$ cat src/rtl/seq_addsub_pkg.sv
// Shared definitions for the multi-cycle add/subtract unit: FSM state encoding
// and operation mode constants.
package seq_addsub_pkg;

  typedef enum logic [1:0] {
    IDLE = 2'd0,
    RUN  = 2'd1,
    DONE = 2'd2
  } state_t;

  localparam logic OP_ADD = 1'b0;
  localparam logic OP_SUB = 1'b1;

endpackage

$ cat src/rtl/seq_addsub_chunk.sv
// Combinational W-bit ripple adder slice; also reports the carry into its MSB
// so the parent can derive signed overflow on the final slice.
module adder_chunk #(
  parameter int W = 8
) (
  input  logic [W-1:0] x,
  input  logic [W-1:0] y,
  input  logic         cin,
  output logic [W-1:0] z,
  output logic         cout,
  output logic         cmsb
);

  // NOTE: every combinational output is assigned on every path, so no latch is inferred.
  always_comb begin
    {cout, z} = {1'b0, x} + {1'b0, y} + {{W{1'b0}}, cin};
    // The MSB sum bit is x^y^carry_in, so the incoming carry falls out by XOR.
    cmsb = z[W-1] ^ x[W-1] ^ y[W-1];
  end

endmodule

$ cat src/rtl/seq_addsub.sv
// Multi-cycle add/subtract: one CHUNK-wide adder walks the operands LSB-first,
// then commits result and flags in a single edge.
module seq_addsub
  import seq_addsub_pkg::*;
#(
  parameter int WIDTH = 32,
  parameter int CHUNK = 8
) (
  input  logic             clk,
  input  logic             rst_n,
  input  logic             start,
  input  logic             sub,
  input  logic             cin,
  input  logic [WIDTH-1:0] x,
  input  logic [WIDTH-1:0] y,
  output logic             ready,
  output logic             busy,
  output logic             done,
  output logic [WIDTH-1:0] z,
  output logic             cout,
  output logic             ovf,
  output logic             zero,
  output logic             neg
);

  localparam int NCHUNK = WIDTH / CHUNK;
  localparam int IDX_W  = (NCHUNK > 1) ? $clog2(NCHUNK) : 1;
  localparam logic [IDX_W-1:0] LAST = IDX_W'(NCHUNK - 1);

  state_t state, state_next;
  logic   accept, commit;

  logic [WIDTH-1:0] op_x, op_y, acc, acc_next;
  logic             carry;
  logic [IDX_W-1:0] idx;

  logic [CHUNK-1:0] slice_x, slice_y, slice_z;
  logic             slice_cout, slice_cmsb;

  adder_chunk #(.W(CHUNK)) u_adder (
    .x    (slice_x),
    .y    (slice_y),
    .cin  (carry),
    .z    (slice_z),
    .cout (slice_cout),
    .cmsb (slice_cmsb)
  );

  always_comb begin
    slice_x  = op_x[idx*CHUNK +: CHUNK];
    slice_y  = op_y[idx*CHUNK +: CHUNK];
    acc_next = acc;
    acc_next[idx*CHUNK +: CHUNK] = slice_z;
  end

  always_comb begin
    state_next = state;
    accept     = 1'b0;
    commit     = 1'b0;
    unique case (state)
      IDLE: begin
        if (start) begin
          accept     = 1'b1;
          state_next = RUN;
        end
      end
      RUN: begin
        if (idx == LAST) begin
          commit     = 1'b1;
          state_next = DONE;
        end
      end
      DONE: begin
        accept     = start;
        state_next = start ? RUN : IDLE;
      end
      default: state_next = IDLE;
    endcase
  end

  // NOTE: sequential state uses non-blocking assignments so every register samples pre-edge values.
  always_ff @(posedge clk) begin
    if (!rst_n) begin
      state <= IDLE;
      ready <= 1'b1;
      busy  <= 1'b0;
      done  <= 1'b0;
    end else begin
      state <= state_next;
      ready <= (state_next != RUN);
      busy  <= (state_next == RUN);
      done  <= (state_next == DONE);
    end
  end

  // NOTE: operand/accumulator registers are not reset; every operation loads them before use.
  always_ff @(posedge clk) begin
    if (accept) begin
      op_x  <= x;
      op_y  <= y ^ {WIDTH{sub == OP_SUB}};
      carry <= (sub == OP_ADD) ? cin : 1'b1;
      idx   <= '0;
    end else if (state == RUN) begin
      acc   <= acc_next;
      carry <= slice_cout;
      idx   <= idx + 1'b1;
    end
  end

  // Results update only on commit, so partial sums never become visible.
  always_ff @(posedge clk) begin
    if (!rst_n) begin
      z    <= '0;
      cout <= 1'b0;
      ovf  <= 1'b0;
      zero <= 1'b1;
      neg  <= 1'b0;
    end else if (commit) begin
      z    <= acc_next;
      cout <= slice_cout;
      ovf  <= slice_cout ^ slice_cmsb;
      zero <= (acc_next == '0);
      neg  <= acc_next[WIDTH-1];
    end
  end

endmodule
$ cat config.mk
export PLATFORM = sky130hd
export DESIGN_NAME = seq_addsub
export DESIGN_NICKNAME = d
export VERILOG_FILES = /design/src/rtl/seq_addsub_pkg.sv /design/src/rtl/seq_addsub_chunk.sv /design/src/rtl/seq_addsub.sv
export SDC_FILE = /design/constraint.sdc
export NUM_CORES = 1
export LEC_CHECK = 0
export ABC_AREA = 1
export BUFFER_PORTS_ARGS = -buffer_cell sky130_fd_sc_hd__buf_4
export CAP_MARGIN = 30
export CORE_ASPECT_RATIO = 0.5
export CORE_MARGIN = 2
export CORE_UTILIZATION = 40
export CTS_CLUSTER_SIZE = 10
export DETAILED_ROUTE_END_ITERATION = 10
export GPL_TIMING_DRIVEN = 1
export SYNTH_ARGS = -nofsm -noshare
export SYNTH_HDL_FRONTEND = slang
export SYNTH_SLANG_ARGS = --single-unit
$ cat constraint.sdc
create_clock -name clk -period 4.7 [get_ports clk]
set_input_delay 0.94 -clock clk [delete_from_list [all_inputs] [get_ports clk]]
set_output_delay 0.94 -clock clk [all_outputs]
set_load 0.005 [all_outputs]
==> flow_summary_export.csv <==
group,metric,value,unit
status,run_status,"finished clean",
place,globalplace.congestion,0.842,
power_and_ir_drop,p_leak,3.63,nW
clock_tree,cts-hold-fix-buffers,0,
power_and_ir_drop,fin_total_pwr,4.11,mW
synthesis,netlist_area,0.00642,mm^2
cells_and_area,area_used_by_multi_input_combinational_logic,0.00221,mm^2
timing,slew_viol_final,0,
cells_and_area,num_antenna_cells,0,
floorplanning,die_area,0.0171,mm^2
setup_path,critPathSlowestCell,"inv_1",
clock_tree,clkTransAtPathRegs,0.06,ns
worst_hold_path,hold-path-cell-count,2,
setup_path,critPathLaunch,"idx[1]$_SDFFE_PP0P_",
synthesis,netlist_top_cells_area,"edfxtp_1 (45%), dfxtp_1 (13%), nand2_1 (7.1%)",
setup_path,worst_path_largest_cell_delay,0.51,ns
timing,period_needed,3.33,ns
worst_hold_path,hold_path_startpoint,"z[13]$_SDFFE_PN0P_",
setup_path,cp_data_required_time,5.05,ns
synthesis,syn_nets,753,
grt,grt_antenna_before_repair,0,
clock_tree,cts.htree.levels,4,
setup_path,regToRegStartpoint,"idx[1]$_SDFFE_PP0P_",
clock_tree,cts_inserted_buffers,17,
setup_path,crit_path_frequent_cell,"nor2_1",
timing,final_critical_path_share_of_the_clock_period,70.9,%
synthesis,synth_register_bits,139,
floorplanning,die_width,183,um
synthesis,yosys.area.top_type_share,45.4,%
timing,fin_hold_viols,0,
timing,worst_rel_slew_slack,46.4,%
grt,grt.overflow.total,0,
cells_and_area,ratio_of_cells_with_drive_above_1_in_the_final_layout,20.3,%
timing,worst_clock_skew,0.0109,ns
floorplanning,core_area,0.0155,mm^2
floorplanning,die_y,93.6,um
timing,setup_repair_after_global_routing_missed_its_margin,"no",
timing,timing.fmax,0.300,GHz
routing,drc_errors,0,
power_and_ir_drop,ir_drop_worst_vdd,0.338,mV
setup_path,critPathArrivalTime,3.69,ns
timing,setup_violations,0,
cells_and_area,storage_element_area,0.00375,mm^2
synthesis,synth.distinct_cells,30,
grt,grt_max_degree,51,
power_and_ir_drop,power_density,514,mW/mm^2
setup_path,critical_path_class,"flip-flop to flip-flop",
grt,via_count_of_the_first_global_routing_pass,4622,
clock_tree,cts-root-buf,"clkbuf_16",
worst_hold_path,min_path_type,"flip-flop to flip-flop",
job,timing.max_cap.violations,0,
floorplanning,starting_density_of_the_core,41.3,%
clock_tree,cts.path.max_buffers,2,
timing,final.setup.tns,0,ns
cells_and_area,num-fill-cells,1433,
routing,drtAntennaViolNets,0,
floorplanning,placement_rows,32,
setup_path,critPathCaptureType,"flip-flop",
synthesis,synth.largest_area_cell,"edfxtp_1",
synthesis,netlist_top_cells_count,"nand2_1 (121), edfxtp_1 (97), inv_1 (92), nor2_1 (75), o21ai_0 (47)",
place,buffer_ports.inserted,107,
grt,grt_usage,18.5,%
routing,via_per_inst,4.94,
routing,routed_wire_length_per_instance,15.1,um
floorplanning,number_of_top_level_pins,108,
routing,drt_first_iter_violations,390,
synthesis,synth_edf_count,97,
timing,worst_pin_slew,0.803,ns
setup_path,critical_path.cell_chain,"inv_1, o21ai_0, o22ai_1, fa_1, inv_1, fa_1, nor2_1, nand2_1, nor2_1, nor2_1, nand2_1, nor2_1, nand2_1, nor2_1, nand2_1, nor2_1, nand2_1, nor2_1, nand3_1, nand2_1",
clock_tree,post_cts.resized_instances,0,
setup_path,crit_path_max_fanout,22,
synthesis,syn-mean-instance-area,9.60,um^2
cells_and_area,layout-area-overhead-vs-synth,24.4,%
clock_tree,clock_sinks,139,
setup_path,ff2ff_path_depth,20,
clock_tree,clock_tree_from_tritoncts,"yes",
synthesis,synth.yosys.seq_area_share,58.5,%
synthesis,ys_warn_count,0,
clock_tree,post_cts_buffers,0,
clock_tree,worst_skew_pair.late_latency,0.42,ns
place,post-place-ws,1.42,ns
cells_and_area,finalNetCount,859,
grt,grt_pass1_wl,24200,um
timing,postLayoutSetupSlackWorst,1.37,ns
setup_path,start_kind,"flip-flop",
routing,detailedRoute.firstPassIterationCount,5,
routing,routed-via-count,4900,
synthesis,postSynthCellCount,669,
place,dp.final_hpwl,10600,um
synthesis,synth-async-reset-ratio,0,%
synthesis,synthMostInstantiatedCell,"nand2_1",
synthesis,synth-main-ff-cell,"edfxtp_1",
routing,totalWireLength,15000,um
kinds of logic after synthesis:
logic type      count (synthesis)  synth area share, %
fa+ha+maj                      15                 3.16
compound gates                106                 9.74
buf+inv                       121                 7.35
flops                         139                 58.5
xor+xnor                       33                 4.50
simple gates                  255                 16.8
where the power goes:
part	switching [mW]	leakage, nW	internal [mW]	total, mW
Sequential	0.0349	1.27	1.47	1.50
Clock	0.547	0.269	0.736	1.28
Combinational	0.897	2.10	0.424	1.32
Total	1.48	3.63	2.63	4.11
layout by cell type, fill, tap and decap left out:
cell type,instances
a21oi_1,11
a21oi_2,1
a32oi_1,2
buf_4,114
bufinv_16,1
clkbuf_16,17
clkinv_1,2
clkinv_2,1
clkinv_4,4
clkinvlp_4,3
dfxtp_1,42
edfxtp_1,97
fa_1,2
ha_1,13
inv_1,92
inv_2,1
inv_6,5
nand2_1,121
nand2_2,7
nand2_4,1
nand3_1,33
nand3_2,3
nand4_1,12
nor2_1,73
nor2_2,1
nor2_4,1
nor3_1,1
o211ai_1,12
o21a_1,2
o21ai_0,47
o21ai_1,5
o21bai_1,13
o22ai_1,13
or2_1,2
xor2_1,33
metrics by stage:
step / util (%) / hold WS, ns / instance area [um^2] / std cells
final: 51.4 / 0.481 / 7990 / 992
after global placement: 47.8 / 0.463 / 7420 / 960
after global routing: 51.4 / 0.517 / 7990 / 992
after detailed placement: 47.8 / 0.477 / 7420 / 960
after floorplan: - / 0.462 / 6420 / 669
after CTS: 51.4 / 0.487 / 7990 / 992
worst max-delay path: cells and delay by family (launching register included):
kind	cells	cell delay [ns]
simple gates	14	1.13
fa+ha+maj	2	0.81
buf+inv	2	0.58
compound gates	2	0.45
flops	1	0.31
sequential cells by signal, indices dropped and copies added, names as in the netlist:
signal  count
acc        32
busy        1
carry       1
cout        1
done        1
idx         2
op_x       32
op_y       32
ovf         1
ready       1
state       2
z          32
zero        1
per-layer routing:
metal | GRT usage, % | vias to the layer above | wire, um | share of wire (%)
met3 | 4.36 | 15 | 1100 | 7.3
met4 | 4.80 | 0 | 150 | 1.0
met5 | 0 | - | 0 | 0
met2 | 26.0 | 177 | 6260 | 42
met1 | 28.2 | 2279 | 7470 | 50
li1 | - | 2429 | - | -
area by class of cell:
class	instances	share of cell area [%]
clock inverters	15	1.75
repair buffers	114	10.7
well taps	204	3.19
clock buffers	17	5.32
flip-flops and latches	139	47.0
multi-input cells	409	27.6
inverters	94	4.42
final timing paths:
path / to / slack (ns)
setup / recovery: zero$_SDFFE_PN1P_ / 1.37
hold / removal: z[13]$_SDFFE_PN0P_ / 0.48
setup reg to reg: zero$_SDFFE_PN1P_ / 1.37
hold reg to reg: z[13]$_SDFFE_PN0P_ / 0.48
No activity file was read; power rests on OpenSTA's default activity.
